### config.mk
export PLATFORM = sky130hd
export DESIGN_NAME = xor_checksum
export DESIGN_NICKNAME = d
export VERILOG_FILES = /design/src/rtl/xor_pkg.sv /design/src/rtl/xor_word.sv /design/src/rtl/xor_checksum.sv
export SDC_FILE = /design/constraint.sdc
export NUM_CORES = 1
export LEC_CHECK = 0
export BUFFER_PORTS_ARGS = -buffer_cell sky130_fd_sc_hd__buf_2
export CAP_MARGIN = 15
export CORE_MARGIN = 1
export CORE_UTILIZATION = 40
export CTS_CLUSTER_DIAMETER = 30
export DETAILED_ROUTE_END_ITERATION = 16
export GPL_ROUTABILITY_DRIVEN = 0
export PLACE_DENSITY_LB_ADDON = 0.12
export SYNTH_ARGS = -nofsm -noshare
export SYNTH_HDL_FRONTEND = slang
export SYNTH_SLANG_ARGS = --single-unit
### constraint.sdc
create_clock -name clk -period 3.45 [get_ports clk]
set_input_delay 0.5175 -clock clk [delete_from_list [all_inputs] [get_ports clk]]
set_output_delay 0.5175 -clock clk [all_outputs]
set_load 0.005 [all_outputs]
### src/rtl/xor_pkg.sv
// Shared definitions for the XOR checksum block: FSM state encoding and
// the helper that sizes the packet-length field from the maximum beat count.
package xor_pkg;

  typedef enum logic [1:0] {
    IDLE,
    ACCUM,
    DONE
  } state_t;

  function automatic int len_width(input int max_len);
    return $clog2(max_len + 1);
  endfunction

endpackage

### src/rtl/xor_word.sv
// WIDTH-bit bitwise XOR assembled from one 2-input XOR gate per bit.
// Shared by the accumulator update and each level of the parity tree.
module xor_word #(
  parameter int WIDTH = 8
) (
  input  logic [WIDTH-1:0] a,
  input  logic [WIDTH-1:0] b,
  output logic [WIDTH-1:0] y
);

  for (genvar i = 0; i < WIDTH; i++) begin : g_bit
    xor u_xor (y[i], a[i], b[i]);
  end

endmodule

### src/rtl/xor_checksum.sv
// Streaming XOR reducer: takes a packet length, XORs that many accepted words
// together and offers the checksum plus its parity on a valid/ready port.
module xor_checksum
  import xor_pkg::*;
#(
  parameter int WIDTH   = 8,
  parameter int MAX_LEN = 16,
  parameter int LEN_W   = len_width(MAX_LEN)
) (
  input  logic             clk,
  input  logic             rst,
  input  logic             start,
  input  logic [LEN_W-1:0] len,
  input  logic             in_valid,
  input  logic [WIDTH-1:0] in_data,
  output logic             in_ready,
  output logic             out_valid,
  output logic [WIDTH-1:0] out_sum,
  output logic             out_parity,
  input  logic             out_ready,
  output logic             busy
);

  localparam logic [LEN_W-1:0] MAX_LEN_L = LEN_W'(MAX_LEN);
  localparam logic [LEN_W-1:0] ONE_L     = LEN_W'(1);
  localparam int               PLEVELS   = $clog2(WIDTH);
  localparam int               PW        = 1 << PLEVELS;

  state_t           state;
  state_t           state_nxt;
  logic [WIDTH-1:0] acc;
  logic [WIDTH-1:0] acc_nxt;
  logic [WIDTH-1:0] acc_xor;
  logic [LEN_W-1:0] count;
  logic [LEN_W-1:0] count_nxt;
  logic [LEN_W-1:0] len_clamped;
  logic             parity;

  xor_word #(.WIDTH(WIDTH)) u_acc_xor (
    .a (acc),
    .b (in_data),
    .y (acc_xor)
  );

  // Parity is a balanced tree: each level folds the upper half of the
  // previous level onto the lower half, with the leaf level zero-padded
  // up to a power of two.
  for (genvar l = 0; l <= PLEVELS; l++) begin : g_par
    logic [(PW >> l)-1:0] vec;
    if (l == 0) begin : g_leaf
      always_comb begin
        vec              = '0;
        vec[WIDTH-1:0]   = acc;
      end
    end else begin : g_node
      xor_word #(.WIDTH(PW >> l)) u_node (
        .a (g_par[l-1].vec[(PW >> l)-1:0]),
        .b (g_par[l-1].vec[(PW >> (l-1))-1:(PW >> l)]),
        .y (vec)
      );
    end
  end

  assign parity = g_par[PLEVELS].vec[0];

  always_comb begin
    len_clamped = (len > MAX_LEN_L) ? MAX_LEN_L : len;
  end

  always_ff @(posedge clk) begin
    if (rst) begin
      state <= IDLE;
      acc   <= '0;
      count <= '0;
    end else begin
      state <= state_nxt;
      acc   <= acc_nxt;
      count <= count_nxt;
    end
  end

  // Outputs decode from state and the accumulator only; the sole input
  // dependence is the handshake deciding whether a word is folded in.
  always_comb begin
    state_nxt  = state;
    acc_nxt    = acc;
    count_nxt  = count;
    in_ready   = 1'b0;
    out_valid  = 1'b0;
    out_sum    = '0;
    out_parity = 1'b0;
    busy       = 1'b1;

    case (state)
      IDLE: begin
        busy = 1'b0;
        if (start) begin
          acc_nxt = '0;
          if (len == '0) begin
            state_nxt = DONE;
          end else begin
            count_nxt = len_clamped;
            state_nxt = ACCUM;
          end
        end
      end

      ACCUM: begin
        in_ready = 1'b1;
        if (in_valid) begin
          acc_nxt   = acc_xor;
          count_nxt = count - ONE_L;
          if (count == ONE_L) begin
            state_nxt = DONE;
          end
        end
      end

      DONE: begin
        out_valid  = 1'b1;
        out_sum    = acc;
        out_parity = parity;
        if (out_ready) begin
          state_nxt = IDLE;
        end
      end

      default: begin
        state_nxt = IDLE;
      end
    endcase
  end

endmodule

* After elaboration in Yosys (flattened, before gate mapping)
Index checks and enable logic that the tools add are counted.
** Storage, ports and cells
- Word-level logic and storage cells :: 53
- Output and inout bits :: 12
- Bits in registers :: 15
- Bits of input ports :: 18
** Operators by class
- Order comparisons :: 1
- Add/subtract/negate cells :: 1
- Equality and inequality tests :: 8
- Bitwise gates (word level) :: 15
- Reduce and logical (&&, ||, !) cells :: 6
- Mux-type cells :: 19
** Operators with widths (count)
- $mux 8 :: 3
- $mux 5 :: 4
- $pmux 8 s2 :: 1
- $xor 1x1->1 :: 15
- $mux 2 :: 5
- $ne 2x2->1 const B :: 5
- $pmux 5 s2 :: 1
- $reduce_and 4->1 :: 2
- $pmux 2 s3 :: 1
- $eq 5x1->1 const B :: 1
- $gt 5x5->1 const B :: 1
- $logic_not 5->1 :: 1
- $sub 5x1->5 const B :: 1
- $mux 1 :: 4
- $reduce_and 3->1 :: 1
- $eq 2x1->1 const B :: 1
- $eq 2x2->1 const B :: 1
- $logic_not 2->1 :: 1
- $reduce_bool 2->1 :: 1

* Depth between registers and ports, before layout
- Depth in word-level cells :: 5
- Mapped depth :: 7
- Depth with buffers taken out :: 5

* By module
Synthesis repeated with hierarchy kept, for this count alone.
** Second synthesis, totals
- Cells, all modules :: 111
- Area total of the unflattened synthesis :: 957.2 µm²
** Modules (own cells, without submodules)
- xor_checksum :: seq. area each 300.3 µm², times used 1, cells each 96, area each 825.8 µm²
- xor_word (u_acc_xor) :: seq. area each 0.0 µm², times used 1, cells each 8, area each 70.1 µm²
- xor_word (g_par[1].g_node.u_node) :: seq. area each 0.0 µm², times used 1, cells each 4, area each 35.0 µm²
- xor_word (g_par[2].g_node.u_node) :: seq. area each 0.0 µm², times used 1, cells each 2, area each 17.5 µm²
- xor_word (g_par[3].g_node.u_node) :: seq. area each 0.0 µm², times used 1, cells each 1, area each 8.8 µm²

* Worst setup path before layout
OpenSTA, ideal clock, no wires.
- Path kind :: input to register
- Start point :: input port len[1]
- End point :: register count[1]
- Buffers on the path :: 0
- Arrival time :: 1.606 ns
- Required time :: 3.322 ns
- Slack :: 1.716 ns
- Stages on the path :: 4
- Path through :: or4_4 or3_1 a21oi_1 nor3_1
** Between the ends
- Cells in the longest elaborated chain, start to end :: 5
- Elaborated cells on any way between the ends :: 8
** RTL lines
- from (decl) :: line xor_checksum.sv:13 : input logic [LEN_W-1:0] len,
- $gt 5x5->1 :: line xor_checksum.sv:67 : len_clamped = (len > MAX_LEN_L) ? MAX_LEN_L : len;
- $mux 5 :: line xor_checksum.sv:67
- $mux 5 :: line xor_checksum.sv:99 : if (len == '0) begin
- $mux 5 :: line xor_checksum.sv:97 : if (start) begin
- $pmux 5 s2 :: line xor_checksum.sv:94 : case (state)
- to (signal assigned) :: line xor_checksum.sv:78 : count <= count_nxt;
- to (decl) :: line xor_checksum.sv:34 : logic [LEN_W-1:0] count;
Several ways; a longest one is shown, not always the timed one. The select of a mux whose other input is x is not followed.
A chain may end at the register's enable or synchronous reset.

* Worst setup path after layout
- Start point :: register state[1]
- End point :: output port out_sum[4]
** Between the ends
- Cells in the longest elaborated chain, start to end :: 2
** RTL lines
- from (decl) :: line xor_checksum.sv:29 : state_t state;
- from (signal assigned) :: line xor_checksum.sv:76 : state <= state_nxt;
- $eq 2x2->1 :: line xor_checksum.sv:94
- $mux 8 :: line xor_checksum.sv:94
- to (decl) :: line xor_checksum.sv:18 : output logic [WIDTH-1:0] out_sum,
Every way passes these cells.

==> results.ini <==
[sta]
fin_setup_tns_ns=0
finalHoldViolCount=0
maxSlewHeadroom_pct=61.6
fin_ws_ns=1.11
slew_viol_final=0
rsz0062_at_grt=false
worst_pin_slew_ns=0.576
min_period_ns=2.34
max_freq_mhz=428
finalCritPeriodShare_pct=67.7
fin_skew_ns=0.00335
setup_violations=0

[routing]
via_count=902
antenna_left=0
wire_per_inst_um=13.2
routed_via_density=5.21
dr.pass1.iters=4
drt-initial-drc-count=13
wl_um=2290
drcViolationCount=0

[finish]
area_growth_syn_to_layout_pct=17.1
nNetsFinal=166
final_cells=173
drive_gt1_share_pct=24.8
fin_util_pct=51.1
antennaDiodeCount=0

[synthesis]
synth_top_cell_area_share_pct=30.3
ys_types=36
yosys_warnings=0
syn_inst=119
async_flop_share_pct=0
synthTopCellsByCount=dfxtp_1 (15), nor2_1 (15), xnor2_1 (14)
synth_seq_cells=15
yosysTopAreaCell=dfxtp_1
seq_area_frac_synth_pct=30.3
post_synth_and_or_nand_nor_area_fraction_pct=32.4
synth_area_um2=992
synth_edf_count=0
synth_top_family_by_area=simple AND/OR/NAND/NOR gates
synth_mux_area_share_pct=4.29
syn_avg_cell_area_um2=8.34
syn_nets=139
synth_compound_area_share_pct=11.7
synth_xor_area_share_pct=13.2
ys.flop_type=dfxtp_1
synth_fa_ha_area_share_pct=2.52
synth_area_leaders=dfxtp_1 (30%), xnor2_1 (12%), nor3b_1 (7.6%)

[global_routing]
antenna_found_initial=0
grt_pass1_wl_um=3780
overflow=0
grt_max_degree=17
grt_usage_pct=19.0
grt_pass1_vias=866

[cts]
hold_buffers=0
clock_sinks=15
cts_htree_levels=1
cts_tree=built
numCtsBuffers=3
clk_pin_slew_worst_paths_ns=0.08
clk_path_buf_depth=2
ctsResizeCount=0
cts_setup_buffers=0
worst_skew_pair.late_latency_ns=0.28
cts_root_buffer=clkbuf_4

[floorplanning]
initial_utilization_pct=43.6
die-height_um=51.8
pin_count=30
core_mm2=0.00228
die_w_um=51.8
rows=17
die-area_mm2=0.00268

[job]
maxCapViolCount=0

[placed_design]
dp_hpwl_um=1760
port_buffers=29
place_ws_ns=1.42
dp.cells=169

[power]
power.leakage_nw=0.488
ir_worst_vdd_v=0.000256
power_density_mw_per_mm2=416

[worst_setup_path]
required_ns=2.93
endpoint_kind=primary output
path_max_fanout=16
critPathLaunchType=flip-flop
crit_type=flip-flop to primary output
cp_data_arrival_time_ns=1.82

[run_status]
outcome=finished clean

[worst_hold_path]
hp-class=flip-flop to flip-flop

-- placed cells by master, fill, tap and decap left out, drive strengths merged, types with 4 or more instances in the layout --
cell	netlist	routed
nor3	6	6
nand3	4	4
clkbuf	3	4
xnor2	14	14
buf	4	29
nor2	15	15
dfxtp	15	15
inv	5	5
nor3b	10	10
and2	9	9
a21oi	5	5
-- final cells by class --
cell class	instances	area, um2
Clock buffer	4	26.3
Fill cell	226	1110
Inverter	5	18.8
Multi-Input combinational cell	92	637
Sequential cell	15	300
Tap cell	28	35.0
Timing Repair Buffer	29	145
-- routing by layer --
layer | vias to the layer above | part of all wire [%] | global-route usage [%]
li1 | 459 | - | -
met1 | 423 | 47 | 22.7
met2 | 18 | 49 | 31.8
met3 | 2 | 3.9 | 5.85
met4 | 0 | 0.52 | 7.21
met5 | - | 0 | 0
-- stage by stage --
| stage | hold slack [ns] | power (mW) | instance area (um2) |
|---|---|---|---|
| final | 0.492 | 0.483 | 1160 |
| after floorplan | 0.449 | 0.349 | 992 |
| after global placement | 0.462 | 0.384 | 1140 |
| after CTS | 0.495 | 0.489 | 1160 |
| after detailed placement | 0.481 | 0.389 | 1140 |
| after global routing | 0.508 | 0.517 | 1160 |
-- worst paths after layout --
path	from	to	slack [ns]	cells after the start
worst max register to register	state[0]	count[0]	1.57	4
worst max-delay path	state[1]	out_sum[4]	1.11	3
worst min-delay path	count[4]	count[4]	0.49	2
worst min register to register	count[4]	count[4]	0.49	2
-- logic make-up (layout without fill, tap and decap cells) --
kind of cell / count (synthesis) / count (layout)
AOI/OAI and AO/OA: 17 / 17
buffers and inverters: 12 / 38
xor gates and xnor gates: 15 / 15
DFF: 15 / 15
muxes: 3 / 3
adders and majority gates: 2 / 2
and+or+nand+nor: 55 / 55
-- report_power, final --
group / switching [mW] / internal [mW]
Clock: 0.0531 / 0.0449
Combinational: 0.0827 / 0.0814
Sequential: 0.0284 / 0.192
-- sequential cells by signal, summed over array words and instances, names as in the netlist --
name / cells
state: 2
count: 5
acc: 8
-- critical path, cell delays in order (launching register included) --
cell and delay, ns:
dfxtp_1 0.69, nor2b_1 0.52, and2_1 0.21, buf_2 0.11
Power figures use the tool's default switching activity.
